<file path="config.mk">
export PLATFORM = sky130hd
export DESIGN_NAME = flash_reader_arb
export DESIGN_NICKNAME = d
export VERILOG_FILES = /design/src/rtl/flash_arb_pkg.sv /design/src/rtl/flash_reader_arb_line_buf.sv /design/src/rtl/flash_reader_arb.sv
export SDC_FILE = /design/constraint.sdc
export NUM_CORES = 1
export LEC_CHECK = 0
export ABC_CLOCK_PERIOD_IN_PS = 1900
export CORE_AREA = 2 2 133 135
export DETAILED_ROUTE_END_ITERATION = 8
export DIE_AREA = 0 0 135 137
export SYNTH_ARGS = -nofsm -noshare
export SYNTH_HDL_FRONTEND = slang
export SYNTH_SLANG_ARGS = --single-unit
export TNS_END_PERCENT = 20
</file>
<file path="constraint.sdc">
create_clock -name clk -period 1.9 [get_ports clk]
set_input_delay 0.19 -clock clk [delete_from_list [all_inputs] [get_ports clk]]
set_output_delay 0.19 -clock clk [all_outputs]
set_load 0.005 [all_outputs]
</file>
<file path="src/rtl/flash_arb_pkg.sv">
// Shared types and helpers for the two-port flash line reader arbiter.
// Line geometry defaults to a 128-bit line; modules derive their own offset from LINE_SIZE.
package flash_arb_pkg;

    typedef enum logic [1:0] {
        ST_IDLE  = 2'b00,
        ST_ISSUE = 2'b01,
        ST_WAIT  = 2'b10
    } arb_state_e;

    localparam int unsigned DEF_LINE_SIZE = 128;
    localparam int unsigned LINE_BYTES    = DEF_LINE_SIZE / 8;
    localparam int unsigned OFFSET_W      = $clog2(LINE_BYTES);
    localparam int unsigned MAX_ADDR_W    = 32;

    function automatic int unsigned offset_w(input int unsigned line_size);
        return $clog2(line_size / 8);
    endfunction

    function automatic logic [MAX_ADDR_W-1:0] line_align(input logic [MAX_ADDR_W-1:0] addr,
                                                         input int unsigned off_w = OFFSET_W);
        logic [MAX_ADDR_W-1:0] mask;
        mask = '1 << off_w;
        return addr & mask;
    endfunction

endpackage

</file>
<file path="src/rtl/flash_reader_arb_line_buf.sv">
// One-entry buffer of the last fetched flash line (tag, data, valid) with tag compare.
// Only instantiated when FLASH_ARB_LINE_BUF_EN is defined.
module flash_arb_line_buf
    import flash_arb_pkg::*;
#(
    parameter int unsigned LINE_SIZE = 128,
    parameter int unsigned TAG_W     = 20
) (
    input  logic                 clk,
    input  logic                 rst,
    input  logic                 wr,
    input  logic                 inv,
    input  logic [TAG_W-1:0]     wr_tag,
    input  logic [LINE_SIZE-1:0] wr_line,
    input  logic [TAG_W-1:0]     lookup_tag,
    output logic                 hit,
    output logic [LINE_SIZE-1:0] rd_line
);

    logic                 valid;
    logic [TAG_W-1:0]     tag;
    logic [LINE_SIZE-1:0] data;

    // Invalidate takes precedence over a simultaneous write.
    always_ff @(posedge clk or posedge rst) begin
        if (rst) begin
            valid <= 1'b0;
        end else if (inv) begin
            valid <= 1'b0;
        end else if (wr) begin
            valid <= 1'b1;
        end
    end

    always_ff @(posedge clk) begin
        if (wr) begin
            tag  <= wr_tag;
            data <= wr_line;
        end
    end

    assign hit     = valid && (tag == lookup_tag);
    assign rd_line = data;

endmodule

</file>
<file path="src/rtl/flash_reader_arb.sv">
// Two-port arbiter in front of a single quad-I/O flash line reader; one fetch in flight.
// Optional one-entry line buffer enabled by defining FLASH_ARB_LINE_BUF_EN.
module flash_reader_arb
    import flash_arb_pkg::*;
#(
    parameter int unsigned LINE_SIZE  = 128,
    parameter int unsigned ADDR_WIDTH = 24,
    parameter bit          FIXED_PRIO = 1'b0
) (
    input  logic                  clk,
    input  logic                  rst,
    input  logic                  rd0,
    input  logic                  rd1,
    input  logic [ADDR_WIDTH-1:0] addr0,
    input  logic [ADDR_WIDTH-1:0] addr1,
    output logic                  done0,
    output logic                  done1,
    output logic [LINE_SIZE-1:0]  line,
    output logic                  busy,
    output logic                  drop,
    input  logic                  buf_inv,
    output logic [ADDR_WIDTH-1:0] fr_addr,
    output logic                  fr_rd,
    input  logic                  fr_done,
    input  logic [LINE_SIZE-1:0]  fr_line
);

    localparam int unsigned LINE_OFF_W = offset_w(LINE_SIZE);

    arb_state_e            state, state_nxt;
    logic [1:0]            pend, pend_nxt;
    logic [1:0]            rd_vec, done_vec, drop_vec, accept;
    logic [ADDR_WIDTH-1:0] padd0, padd1, padd_sel;
    logic                  last_grant, g_sel;
    logic                  req_any, hit_now, fetch_now, fr_complete;
    logic                  buf_hit;
    logic [LINE_SIZE-1:0]  buf_line;

    assign rd_vec = {rd1, rd0};

`ifdef FLASH_ARB_LINE_BUF_EN
    flash_arb_line_buf #(
        .LINE_SIZE (LINE_SIZE),
        .TAG_W     (ADDR_WIDTH - LINE_OFF_W)
    ) u_line_buf (
        .clk        (clk),
        .rst        (rst),
        .wr         (fr_complete),
        .inv        (buf_inv),
        .wr_tag     (fr_addr[ADDR_WIDTH-1:LINE_OFF_W]),
        .wr_line    (fr_line),
        .lookup_tag (padd_sel[ADDR_WIDTH-1:LINE_OFF_W]),
        .hit        (buf_hit),
        .rd_line    (buf_line)
    );
`else
    logic unused_buf_inv;
    assign unused_buf_inv = buf_inv;
    assign buf_hit        = 1'b0;
    assign buf_line       = '0;
`endif

    always_comb begin
        state_nxt = state;
        req_any   = |pend;
        // With both pending, round-robin hands the grant to the port that did not win last.
        if (pend == 2'b11) begin
            g_sel = FIXED_PRIO ? 1'b0 : ~last_grant;
        end else begin
            g_sel = pend[1] & ~pend[0];
        end
        padd_sel    = g_sel ? padd1 : padd0;
        hit_now     = (state == ST_IDLE) && req_any && buf_hit;
        fetch_now   = (state == ST_IDLE) && req_any && !buf_hit;
        fr_complete = (state == ST_WAIT) && fr_done;

        done_vec[0] = (fr_complete && !last_grant) || (hit_now && !g_sel);
        done_vec[1] = (fr_complete &&  last_grant) || (hit_now &&  g_sel);

        if (hit_now) begin
            line = buf_line;
        end else if (fr_complete) begin
            line = fr_line;
        end else begin
            line = '0;
        end

        busy = (state != ST_IDLE);
        for (int n = 0; n < 2; n++) begin
            drop_vec[n] = rd_vec[n] &&
                          ((busy && (last_grant == n[0]) && !done_vec[n]) ||
                           (fetch_now && (g_sel == n[0])));
            accept[n]   = rd_vec[n] && !drop_vec[n];
            pend_nxt[n] = accept[n] || (pend[n] && !done_vec[n]);
        end

        case (state)
            ST_IDLE:  if (fetch_now)   state_nxt = ST_ISSUE;
            ST_ISSUE: state_nxt = ST_WAIT;
            ST_WAIT:  if (fr_complete) state_nxt = ST_IDLE;
            default:  state_nxt = ST_IDLE;
        endcase
    end

    assign done0 = done_vec[0];
    assign done1 = done_vec[1];
    assign drop  = |drop_vec;

    always_ff @(posedge clk or posedge rst) begin
        if (rst) begin
            state      <= ST_IDLE;
            pend       <= 2'b00;
            last_grant <= 1'b1;
            fr_rd      <= 1'b0;
            fr_addr    <= '0;
        end else begin
            state <= state_nxt;
            pend  <= pend_nxt;
            fr_rd <= fetch_now;
            if (fetch_now) begin
                fr_addr <= ADDR_WIDTH'(line_align(MAX_ADDR_W'(padd_sel), LINE_OFF_W));
            end
            if (fetch_now || hit_now) begin
                last_grant <= g_sel;
            end
        end
    end

    // Request addresses carry no reset; they are meaningful only while pend is set.
    always_ff @(posedge clk) begin
        if (accept[0]) padd0 <= addr0;
        if (accept[1]) padd1 <= addr1;
    end

endmodule

</file>
After elaboration in Yosys (flattened, before gate mapping)
Index checks and enable logic that the tools add are counted.
- reduce and logical (&&, ||, !) cells: 30
- multiplexer cells: 6
- equality and inequality tests: 5
- bitwise gates (word level): 4
- operators with widths (cell ; count):
    two-way mux 128 bit ; 1
    two-way mux 24 bit ; 1
    logical AND 1 bit ; 16
    case mux 2 bit (3 select lines) ; 1
    logical NOT 1 bit ; 5
    equality test 2 bit (second input constant) ; 2
    logical OR 1 bit ; 4
    two-way mux 2 bit ; 2
    inequality test 2 bit (second input constant) ; 2
    OR reduction 2 bit ; 2
    NOT 1 bit ; 3
    equality test 2 x 1 -> 1 bit (second input constant) ; 1
    logical NOT 2 bit ; 1
    AND reduction 2 bit ; 1
    nonzero test 2 bit ; 1
    AND 1 bit ; 1
    two-way mux 1 bit ; 1
- word-level logic and storage cells: 52
- input bits: 182
- flip-flop bits (word level): 74
- output and inout bits: 157

Longest topological paths before layout
Gate-level depths: netlist (run 1).
- word-level depth: 10
- mapped depth: 5
- depth with buffers taken out: 4

Worst setup path before layout (run 1)
OpenSTA, ideal clock, no wires.
- path kind: register to register
- start: register pend[1]
- end: register padd1[10] (enable)
- slack: 0.077 ns
- cell stages (with the launch flop): 5
- arrival time: 1.445 ns
- clock period less this slack: 1.823 ns
- required time: 1.522 ns
- setup time: 0.378 ns
- buffers on the path: 1
- path through: dfrtp_1 a21boi_2 buf_4 nand2_1 and3_1
- word-level cells in the longest chain between the ends: 7
- elaborated cells on any way between the ends: 10
- classes of those cells: eq/ne (1); mux (1); bitwise (1); reduce/logical (7)
- RTL lines (item ; line ; RTL):
    start: declaration ; flash_reader_arb.sv:31 ; logic [1:0] pend, pend_nxt;
    start signal: assignment ; flash_reader_arb.sv:118 ; pend <= pend_nxt;
    equality test 2 bit (tied with other cells) ; flash_reader_arb.sv:67 ; if (pend == 2'b11) begin
    two-way mux 1 bit / logical AND 1 bit (equally long branches) ; flash_reader_arb.sv:67, flash_reader_arb.sv:74 ;
    logical AND 1 bit * ; flash_reader_arb.sv:92 ; (fetch_now && (g_sel == n[0])));
    logical OR 1 bit * ; flash_reader_arb.sv:91 ; ((busy && (last_grant == n[0]) && !done_vec[n]) ||
    logical AND 1 bit * ; flash_reader_arb.sv:90 ; drop_vec[n] = rd_vec[n] &&
    logical NOT 1 bit * ; flash_reader_arb.sv:93 ; accept[n] = rd_vec[n] && !drop_vec[n];
    logical AND 1 bit * ; flash_reader_arb.sv:93 ;
    net accept[1] ; flash_reader_arb.sv:32 ; logic [1:0] rd_vec, done_vec, drop_vec, accept;
    end signal: assignment ; flash_reader_arb.sv:132 ; if (accept[1]) padd1 <= addr1;
    end: declaration ; flash_reader_arb.sv:33 ; logic [ADDR_WIDTH-1:0] padd0, padd1, padd_sel;
Mark *: on every way through the listed nets, which the timed path passes. The rest lies on a longest branch.
A chain may end at the register's enable or synchronous reset.

Worst setup path in the final report (run 1)
- start: register state[0]
- end: output line[68]
- word-level cells in the longest chain between the ends: 3
- RTL lines (item ; line ; RTL):
    start: declaration ; flash_reader_arb.sv:30 ; arb_state_e state, state_nxt;
    start signal: assignment ; flash_reader_arb.sv:117 ; state <= state_nxt;
    equality test 2 bit ; flash_reader_arb.sv:75 ; fr_complete = (state == ST_WAIT) && fr_done;
    logical AND 1 bit ; flash_reader_arb.sv:75 ;
    two-way mux 128 bit ; flash_reader_arb.sv:82 ; end else if (fr_complete) begin
    end: declaration ; flash_reader_arb.sv:18 ; output logic [LINE_SIZE-1:0] line,
No other way between the ends.

==> metrics.log, run 1 <==
INFO  metric dp_hpwl = 14,500 um
INFO  metric cts_root_buffer = sky130_fd_sc_hd__clkbuf_16
INFO  metric worstPathArrival = 1660 ps
INFO  metric route.final.wire_length = 18,500 um
INFO  metric std_cell_rows = 48
INFO  metric dpl_worst_slack = -166 ps
INFO  metric drt_antenna_net_count = 0
INFO  metric power_density = 1110 mW/mm^2
INFO  metric syn-instance-count = 304
INFO  metric critPathLaunchType = flop
INFO  metric setup_repair_after_global_routing_missed_its_margin = true
INFO  metric synth.area.mux_share = 0.0239
INFO  metric outcome = finished clean
INFO  metric timing.critical_path.fanout_max = 13
INFO  metric grt_overflow = 0
INFO  metric post_synth_main_area_contributors = sky130_fd_sc_hd__edfxtp_1, sky130_fd_sc_hd__and2_1, sky130_fd_sc_hd__dfrtp_1, sky130_fd_sc_hd__a221o_1, sky130_fd_sc_hd__and3_1
INFO  metric timing_hold_violations_final = 0
INFO  metric route.detailed.wl_per_inst = 21.1 um
INFO  metric fillers = around 1,600
INFO  metric synth.top_cell.area_share = 0.358
INFO  metric cts_htree_levels = 3
INFO  metric fin_worst_skew = about 8.0 ps
INFO  metric die_area = 0.0185 mm^2
INFO  metric share_of_final_layout_standard_cells_stronger_than_drive_strength_1 = 0.171
INFO  metric layout.nets = 827
INFO  metric vias_in_the_first_global_route = 3,612
INFO  metric netlist-cell-type-count = 31
INFO  metric cts.clk_slew.worst_paths = 60 ps
INFO  metric clk-insertion-delay-late = 330 ps
INFO  metric max-vdd-ir-drop = ~0.91 mV
INFO  metric fmaxAchievable = roughly 0.54 GHz
INFO  metric arithmetic_cell_share_of_the_synthesized_area_counting_full_adders_half_adders_and_majority_gates = 0
INFO  metric synth-seq-cells = 66
INFO  metric worst_slew_margin_rel = 0.594
INFO  metric layout_common_cells = sky130_fd_sc_hd__clkdlybuf4s50_1, sky130_fd_sc_hd__and2_1, sky130_fd_sc_hd__dlygate4sd2_1, sky130_fd_sc_hd__edfxtp_1, sky130_fd_sc_hd__clkbuf_2
INFO  metric vias = 3,609
INFO  metric timing.critical_path.to_type = output pin
INFO  metric synth-warning-count = 0
INFO  metric hp-class = in -> async
INFO  metric numCtsBuffers = 9
INFO  metric global_router_s_overall_resource_usage = 0.186
INFO  metric antenna_found_initial = 11
INFO  metric start_util = 0.197
INFO  metric synth.largest_area_cell = sky130_fd_sc_hd__edfxtp_1
INFO  metric design_power_total = 8040 uW
INFO  metric p_leak = 0.00337 uW
INFO  metric cts_num_sinks = 66
INFO  metric area_delta_synth_final = 116%
INFO  metric global_route_wire_length_before_repair = 24,500 um
INFO  metric finalWorstPathRequiredPeriod = 1850 ps
INFO  metric num_io_pins = 339
INFO  metric post_synth.cell_area_avg = 11.0 um^2
INFO  metric remaining_drc_errors = 0
INFO  metric finalSetupViolations = 0
INFO  metric worst-setup-path-type = reg -> out
INFO  metric clk_path_buf_depth = 2
INFO  metric max_cap_viol_count = 0
INFO  metric drt_first_pass_iters = 4
INFO  metric synth_seq_area_share = 0.553
INFO  metric synth_compound_area_frac = 0.0698
INFO  metric synth_simple_gate_area_frac = 0.303
INFO  metric numPortBuffers = 325
INFO  metric core_region = 0.0171 mm^2
INFO  metric cts-hold-fix-buffers = 0
INFO  metric netlist_area = 0.00335 mm^2
INFO  metric combinational_family_with_the_most_area_after_synthesis = simple AND/OR/NAND/NOR gates
INFO  metric die-width = 135 um
INFO  metric timing_worst_slew_pin_value = between 600 and 700 ps
INFO  metric dr.first_iter.drc_count = 81
INFO  metric xor_and_xnor_fraction_of_the_mapped_netlist_area = 0
INFO  metric floorplan.die.height = 137 um
INFO  metric tritoncts = done
INFO  metric grt_max_degree = 32
INFO  metric drt-vias-per-instance = 4.11
INFO  metric critical_path_required = about 1700 ps
INFO  metric final_common_cell = sky130_fd_sc_hd__clkdlybuf4s50_1
INFO  metric finalCritPeriodShare = 0.975
INFO  metric finalWeightedCongestion = 0.879
INFO  metric layout_setup_ws = approximately 48 ps
INFO  metric final-max-slew-violation-count = 0
metrics by stage:
| stage | instance area (um^2) | setup TNS [ps] | hold slack, ps | std cells | util |
|---|---|---|---|---|---|
| 3_5_place_dp | 6890 | -14380 | 462 | 844 | 0.404 |
| 6_report | 7240 | 0 | 244 | 879 | 0.425 |
| 4_1_cts | 7320 | -429 | 244 | 872 | 0.429 |
| 5_1_grt | 7240 | -32.5 | 268 | 876 | 0.424 |
| 3_3_place_gp | 6890 | -12290 | 459 | 844 | 0.404 |
| 2_1_floorplan | 3360 | 0 | 229 | 307 | - |
worst paths after layout:
check                           start     endpoint  cells past startpoint  slack, ps
setup / recovery             state[0]     line[68]                      6         50
hold / removal                    rst   fr_addr[7]                      3        240
setup reg to reg           last_grant    padd0[11]                      3        120
hold reg to reg             padd0[14]  fr_addr[14]                      1        470
max in group asynchronous         rst   last_grant                      3       1350
min in group clk            addr0[16]    padd0[16]                      1        420
sequential cells by signal (all words and copies together), names as in the netlist:
| signal | flops |
|---|---|
| last_grant | 1 |
| fr_addr | 20 |
| padd1 | 20 |
| padd0 | 20 |
| fr_rd | 1 |
| pend | 2 |
| state | 2 |
cells by family (layout without fill, tap and decap cells):
family	count (synthesis)	count (layout)
multiplexers	8	8
AND/OR/NAND/NOR	168	168
buffers and inverters	31	374
flip-flops	66	66
other	1	8
AO/OA/AOI/OAI	30	30
cells in the mapped netlist, drive strengths merged:
library cell and number:
dfrtp 25, and3 14, inv 5, nand3 2, clkbuf 3, a22o 1
nand3b 1, nor2b 1, dfstp 1, a221o 12, o21ai 12, a21oi 1
nand2b 2, o22ai 1, buf 23, edfxtp 40, o221a 1, conb 1
nor2 6, and2 129, mux2i 8, o211ai 1, a21boi 1, nand2 13
repair_timing:
action,CTS,global route
pin swaps,1,2
resized for setup,228,57
setup buffers,7,1
endpoints found under the setup margin,130,73
gates cloned,5,2
area by class of cell:
type,instances,area [um^2],share of cell area
inverters,5,18.8,0.00259
diodes,4,10.0,0.00138
flip-flops and latches,66,1850,0.256
repair buffers,353,3370,0.466
multi-input cells,210,1380,0.190
clock inverters,4,73.8,0.0102
well taps,225,282,0.0389
clock buffers,12,258,0.0356
critical path: stages (launching register included):
cell and delay [ps]:
sky130_fd_sc_hd__dfrtp_1 390, sky130_fd_sc_hd__inv_2 60, sky130_fd_sc_hd__and3_4 210, sky130_fd_sc_hd__buf_12 140, sky130_fd_sc_hd__buf_12 130, sky130_fd_sc_hd__and2_1 150
sky130_fd_sc_hd__dlygate4sd2_1 260
layer usage:
metal | vias to the layer above | GRT usage | share of wire
li1 | 1702 | - | -
met5 | - | 0 | 0.0056
met2 | 175 | 0.319 | 0.49
met4 | 14 | 0.0307 | 0.0049
met1 | 1699 | 0.207 | 0.37
met3 | 19 | 0.0996 | 0.12
power breakdown:
| group | total [uW] | switching (uW) | internal [uW] | leakage [uW] |
|---|---|---|---|---|
| Sequential | 2370 | 239 | 2130 | 0.000689 |
| Clock | 1810 | 582 | 1230 | 0.000162 |
| Combinational | 3850 | 1680 | 2180 | 0.00252 |
| Total | 8040 | 2500 | 5540 | 0.00337 |
Note: power is estimated with default switching activity, not from simulation.
==> run 2: changes to the inputs <==
- MAX_ROUTING_LAYER: unset -> met4
==> metrics.log, run 2 (synthesis results as in run 1) <==
INFO  metric global_route_wire_length_before_repair = 24,200 um (-1.5%)
INFO  metric critPathLaunchType = flop
INFO  metric failed_checks = setup timing
INFO  metric outcome = finished, violations left
INFO  metric start_util = 0.197 (unchanged)
INFO  metric global_router_s_overall_resource_usage = 0.188 (+0.00214)
INFO  metric finalSetupViolations = 5 (+5)
INFO  metric drt-vias-per-instance = 4.06 (-1.1%)
INFO  metric drt_first_pass_iters = 4 (unchanged)
INFO  metric dp_hpwl = 14,400 um (-0.29%)
INFO  metric finalWeightedCongestion = 0.883 (+0.52%)
INFO  metric regToRegSetupSlack = 90 ps (-30 ps)
INFO  metric area_delta_synth_final = 109%
INFO  metric power_density = 1070 mW/mm^2 (-3.6%)
INFO  metric power_switching_share = 0.332 (+0.0211)
INFO  metric fin_worst_skew = 6.70 ps (-1.32 ps)
INFO  metric grt_overflow = 0 (unchanged)
INFO  metric fmaxAchievable = 0.514 GHz (-4.8%)
INFO  metric dr.first_iter.drc_count = 172 (+110%)
INFO  metric setup_repair_after_global_routing_missed_its_margin = true
INFO  metric tritoncts = done
INFO  metric numCtsBuffers = 9 (unchanged)
INFO  metric core_region = 0.0171 mm^2 (unchanged)
INFO  metric final_common_cell = sky130_fd_sc_hd__clkdlybuf4s50_1
INFO  metric final-max-slew-violation-count = 0 (unchanged)
INFO  metric power.share.clock = 0.195 (-0.030)
INFO  metric route.detailed.wl_per_inst = 21.3 um (+1.2%)
INFO  metric multi_input_area = 0.00136 mm^2 (-1.1%)
INFO  metric layout_common_cells = sky130_fd_sc_hd__clkdlybuf4s50_1, sky130_fd_sc_hd__and2_1, sky130_fd_sc_hd__clkbuf_2, sky130_fd_sc_hd__edfxtp_1, sky130_fd_sc_hd__dfrtp_1
INFO  metric finalCritPeriodShare = 1.02 (+0.0492)
INFO  metric die-width = 135 um (unchanged)
INFO  metric timing_hold_violations_final = 0 (unchanged)
INFO  metric layout_setup_ws = -45.9 ps (-93.5 ps)
INFO  metric timing_worst_slew_pin_value = 597 ps (-11.8 ps)
INFO  metric layout.nets = 823 (-0.48%)
INFO  metric drt_antenna_net_count = 0 (unchanged)
INFO  metric power.share.combinational = 0.485 (+0.006)
INFO  metric fillers = 1,660 (+0.97%)
INFO  metric worstPathArrival = 1760 ps (+100 ps)
INFO  metric cts_num_sinks = 66 (unchanged)
INFO  metric worst_hold_slack = 228 ps (-16.2 ps)
INFO  metric cellInternalPower = 5000 uW (-9.7%)
INFO  metric floorplan.die.height = 137 um (unchanged)
INFO  metric share_of_final_layout_standard_cells_stronger_than_drive_strength_1 = 0.204 (+0.0336)
INFO  metric worst-setup-path-type = reg -> out
INFO  metric seq_power_share = 0.319 (+0.024)
INFO  metric timing.critical_path.to_type = output pin
INFO  metric vias_in_the_first_global_route = 3,672 (+1.7%)
INFO  metric vias = 3,567 (-1.2%)
INFO  metric num_io_pins = 339 (unchanged)
INFO  metric cts_root_buffer = sky130_fd_sc_hd__clkbuf_16
INFO  metric numPortBuffers = 325 (unchanged)
INFO  metric remaining_drc_errors = 0 (unchanged)
INFO  metric route.final.wire_length = 18,700 um (+1.1%)
INFO  metric worst_slew_margin_rel = 0.602 (+0.00789)
INFO  metric dpl_worst_slack = -146 ps (+20.0 ps)
INFO  metric hp-class = in -> async
INFO  metric p_leak = 0.00338 uW (+0.24%)
INFO  metric critical_path_required = 1710 ps (about the same)
INFO  metric antenna_found_initial = 9 (-2)
INFO  metric clk-insertion-delay-late = 330 ps (about the same)
INFO  metric ff_latch_area = 0.00185 mm^2 (unchanged)
INFO  metric die_area = 0.0185 mm^2 (unchanged)
INFO  metric grt_max_degree = 56 (+75%)
INFO  metric timing.critical_path.fanout_max = 27 (+14)
INFO  metric cts.clk_slew.worst_paths = 50 ps (about the same)
INFO  metric std_cell_rows = 48 (unchanged)
INFO  metric finalWorstPathRequiredPeriod = 1950 ps (+93.5 ps)
INFO  metric clk_path_buf_depth = 2 (unchanged)
INFO  metric power.net_switching = 2480 uW (-0.48%)
INFO  metric top_regs = fr_addr (20), padd0 (20), padd1 (20)
INFO  metric max_cap_viol_count = 0 (unchanged)
INFO  metric max-vdd-ir-drop = 0.684 mV (-25%)
INFO  metric cts_htree_levels = 3 (unchanged)
INFO  metric worst-r2r-cell-count = 3 (unchanged)
-- run 2: cell types whose count changed in the layout (fill, tap and decap cells not counted), sizes merged, moves of 3 or more --
cell,change
clkbuf,+44
diode,+3
dlymetal6s2s,+19
dlygate4sd2,-57
clkdlybuf4s15,+9
buf,-21
-- run 2: layer usage --
metal,GRT usage,up-vias,share of wire
met2,0.321,168,0.50
met1,0.202,1693,0.40
met3,0.0837,11,0.092
met5,-,-,0
met4,0.0399,0,0.0083
li1,-,1695,-
-- run 2: what timing repair did --
action,4_1_cts,5_1_grt
gates cloned,0,4
buffers inserted,3,4
gates resized for setup,120,208
setup endpoints to repair,130,82
hold buffers,0,0
pin swaps,0,1
-- run 2: power by group through the flow --
stage	sequential, uW	combinational (uW)	clock [uW]
finish	2390	3640	1460
global route	2450	3940	1550
global placement	2390	3640	0
CTS	2390	3580	1500
detailed placement	2410	3700	0
floorplan	2370	1570	0
-- run 2: worst paths after layout --
kind,start,endpoint
min,rst,fr_addr[21]
max reg2reg,last_grant,padd0[10]
max in group asynchronous,rst,last_grant
min reg2reg,padd0[12],fr_addr[12]
min in group clk,addr1[18],padd1[18]
max,state[0],line[77]
-- run 2: layout make-up --
class                           instances  share of cell area
Sequential cell                        66               0.265
Clock buffer                           10              0.0327
Clock inverter                          6             0.00483
Antenna cell                            7             0.00250
Tap cell                              225              0.0402
Inverter                                5             0.00268
Multi-Input combinational cell        210               0.194
Timing Repair Buffer                  349               0.458
-- run 2: worst max-delay path, cell delays in order, from the launching register on --
cell and delay, ps:
sky130_fd_sc_hd__dfrtp_1 390, sky130_fd_sc_hd__inv_2 60, sky130_fd_sc_hd__and3_4 250, sky130_fd_sc_hd__buf_6 140
sky130_fd_sc_hd__clkbuf_16 180, sky130_fd_sc_hd__and2_1 130, sky130_fd_sc_hd__dlygate4sd2_1 260
-- run 2: per-stage QoR --
stage          cells  TNS (ps)  total power (uW)  area, um^2  utilization
2_1_floorplan    307         0              3940        3360            -
3_3_place_gp     844    -12060              6030        6890        0.404
3_5_place_dp     844    -13020              6110        6890        0.404
4_1_cts          863     -3580              7470        7060        0.414
5_1_grt          878      -999              7930        7000        0.410
6_report         878      -144              7490        7000        0.410
==> run 3: changes to the inputs <==
- ABC_CLOCK_PERIOD_IN_PS: 1900 -> 2000
- CORE_AREA: 2 2 133 135 -> 2 2 134 136
- DIE_AREA: 0 0 135 137 -> 0 0 136 138
- clock period: 1.9 -> 2 ns (I/O delays scaled with it)
==> metrics.log, run 3 (synthesis results as in run 1) <==
INFO  metric outcome = finished, violations left
INFO  metric failed_checks = setup timing
INFO  metric dr.first_iter.drc_count = 174 (+1.2%)
INFO  metric timing_hold_violations_final = 0 (unchanged)
INFO  metric fin_worst_skew = 4.66 ps (-2.05 ps)
INFO  metric postPlaceCellArea = 0.00693 mm^2 (+0.65%)
INFO  metric remaining_drc_errors = 0 (unchanged)
INFO  metric share_of_final_layout_standard_cells_stronger_than_drive_strength_1 = 0.186 (-0.0179)
INFO  metric timing.critical_path.fanout_max = 10 (-63%)
INFO  metric final_common_cell = sky130_fd_sc_hd__clkdlybuf4s50_1
INFO  metric power_density = 1020 mW/mm^2 (-4.8%)
INFO  metric drt-vias-per-instance = 4.13 (+1.6%)
INFO  metric max_cap_viol_count = 0 (unchanged)
INFO  metric timing_worst_slew_pin_value = 888 ps (+291 ps)
INFO  metric drt_first_pass_iters = 4 (unchanged)
INFO  metric postLayoutCoreUtil = 0.412 (+0.00173)
INFO  metric crit_path_cell_trace = inv_2 -> and3_4 -> buf_12 -> buf_8 -> and2_1 -> clkdlybuf4s50_1
INFO  metric cts_num_sinks = 66 (unchanged)
INFO  metric route.final.wire_length = 18,400 um (-1.7%)
INFO  metric grt_overflow = 0 (unchanged)
INFO  metric finalWeightedCongestion = 0.787 (-11%)
INFO  metric finalWorstPathRequiredPeriod = between 2000 and 2500 ps
INFO  metric area_delta_synth_final = 116%
INFO  metric design_power_total = 7360 uW (-1.7%)
INFO  metric num_io_pins = 339 (unchanged)
INFO  metric power.share.combinational = 0.485 (about the same)
INFO  metric power.share.clock = 0.205 (+0.010)
INFO  metric cts_htree_levels = 3 (unchanged)
INFO  metric power_switching_share = 0.321 (-0.0103)
INFO  metric layout.nets = 826 (+0.36%)
INFO  metric hp-class = in -> async
INFO  metric max-vdd-ir-drop = 0.730 mV (+6.7%)
INFO  metric top_regs = fr_addr (20), padd0 (20), padd1 (20)
INFO  metric design_area = 0.00722 mm^2 (+3.2%)
INFO  metric p_leak = 0.00383 uW (+13%)
INFO  metric clk_path_buf_depth = 2 (unchanged)
INFO  metric start_util = 0.191 (-0.00536)
INFO  metric fillers = 1,713 (+3.2%)
INFO  metric fmaxAchievable = 0.469 GHz
INFO  metric critPathLaunchType = flop
INFO  metric antenna_found_initial = 5 (-4)
INFO  metric dp_hpwl = 14,300 um (-0.96%)
INFO  metric seq_power_share = 0.310 (-0.009)
INFO  metric cts.clk_slew.worst_paths = 60 ps (about the same)
INFO  metric layout_common_cells = sky130_fd_sc_hd__clkdlybuf4s50_1, sky130_fd_sc_hd__and2_1, sky130_fd_sc_hd__clkbuf_2, sky130_fd_sc_hd__dlymetal6s2s_1, sky130_fd_sc_hd__edfxtp_1
INFO  metric std_cell_rows = 49 (+2.1%)
INFO  metric drt_antenna_net_count = 0 (unchanged)
INFO  metric numCtsBuffers = 9 (unchanged)
INFO  metric final-max-slew-violation-count = 0 (unchanged)
INFO  metric finalCritPeriodShare = 1.07
INFO  metric vias_in_the_first_global_route = 3,738 (+1.8%)
INFO  metric finalSetupViolations = 3 (-2)
INFO  metric worstPathArrival = 1930 ps (+170 ps)
INFO  metric die_area = 0.0188 mm^2 (+1.5%)
INFO  metric worst-setup-path-type = reg -> out
INFO  metric worst_path_largest_cell_delay = 500 ps (+110 ps)
INFO  metric worst_slew_margin_rel = 0.406 (-0.196)
INFO  metric cts_root_buffer = sky130_fd_sc_hd__clkbuf_16
INFO  metric cellInternalPower = 4990 uW (-0.23%)
INFO  metric timing.critical_path.to_type = output pin
INFO  metric route.detailed.wl_per_inst = 20.9 um (-2.2%)
INFO  metric power.net_switching = 2360 uW (-4.8%)
INFO  metric global_router_s_overall_resource_usage = 0.186 (-0.00123)
INFO  metric clk-insertion-delay-late = 330 ps (about the same)
INFO  metric vias = 3,644 (+2.2%)
INFO  metric global_route_wire_length_before_repair = 25,100 um (+3.9%)
INFO  metric setup_repair_after_global_routing_missed_its_margin = true
INFO  metric tritoncts = done
INFO  metric numPortBuffers = 325 (unchanged)
INFO  metric critPathSlowestCell = sky130_fd_sc_hd__clkdlybuf4s50_1
INFO  metric grt_max_degree = 82 (+46%)
INFO  metric floorplan.die.height = 138 um (+0.73%)
INFO  metric die-width = 136 um (+0.74%)
INFO  metric core_region = 0.0175 mm^2 (+2.8%)
INFO  metric critical_path_required = 1800 ps (+90 ps)
INFO  metric layout_setup_ws = -133 ps (-86.7 ps)
==> run 3: changes by cell type in the layout (fill, tap and decap cells not counted), sizes merged <==
cell / change
dlymetal6s2s: +24
clkbuf: -18
clkdlybuf4s15: -12
buf: +8
clkdlybuf4s50: +5
dlygate4sd2: -4
diode: -2
bufinv: +1
clkinvlp: -1
==> run 3: routing by layer <==
| metal | track usage | wire (um) | vias to the layer above |
|---|---|---|---|
| li1 | - | - | 1695 |
| met1 | 0.211 | 7510 | 1747 |
| met4 | 0.0559 | 439 | 0 |
| met3 | 0.0609 | 1560 | 18 |
| met2 | 0.312 | 8920 | 184 |
| met5 | - | 0 | - |
==> run 3: critical path, delay by kind of cell, from the launching register on <==
kind,cells,cell delay [ps]
buffers and inverters,4,840
flip-flops,1,380
AND/OR/NAND/NOR,2,360
==> run 3: power by group through the flow <==
stage / Sequential, uW / Clock, uW / Combinational, uW
6_report: 2280 / 1510 / 3570
3_3_place_gp: 2300 / 0 / 3480
5_1_grt: 2330 / 1600 / 3850
3_5_place_dp: 2310 / 0 / 3550
4_1_cts: 2290 / 1550 / 3470
2_1_floorplan: 2250 / 0 / 1490
==> run 3: final cells by class <==
type | instances | area [um^2] | share of cell area
repair buffers | 352 | 3400 | 0.471
well taps | 229 | 287 | 0.0397
diodes | 5 | 12.5 | 0.00173
clock inverters | 6 | 57.6 | 0.00797
flip-flops and latches | 66 | 1850 | 0.257
clock buffers | 10 | 229 | 0.0317
inverters | 5 | 18.8 | 0.00260
multi-input cells | 210 | 1360 | 0.188
==> run 3: repair_timing <==
action	CTS	global route
hold buffers	0	0
setup endpoints to repair	130	70
setup buffers	1	4
cloned	0	7
pin swaps	1	3
resized for setup	87	203
==> run 3: path summary, 6_finish.rpt <==
path | startpoint | to | slack [ps] | cells past startpoint
max reg2reg | state[0] | fr_addr[10] | 170 | 5
min in group clk | addr0[16] | padd0[16] | 420 | 1
max in group asynchronous | rst | last_grant | 1450 | 3
max | state[0] | line[68] | -130 | 6
min | rst | fr_addr[9] | 240 | 3
min reg2reg | padd0[19] | fr_addr[19] | 470 | 1
==> run 3: through the flow <==
step / worst slack, ps / TNS, ps / hold WS, ps / cells
final: -133 / -388 / 238 / 883
after floorplan: 177 / 0 / 239 / 307
after global routing: -186 / -961 / 296 / 883
after global placement: -90.1 / -3370 / 461 / 850
after CTS: -206 / -7970 / 247 / 867
after detailed placement: -82.4 / -4910 / 463 / 850
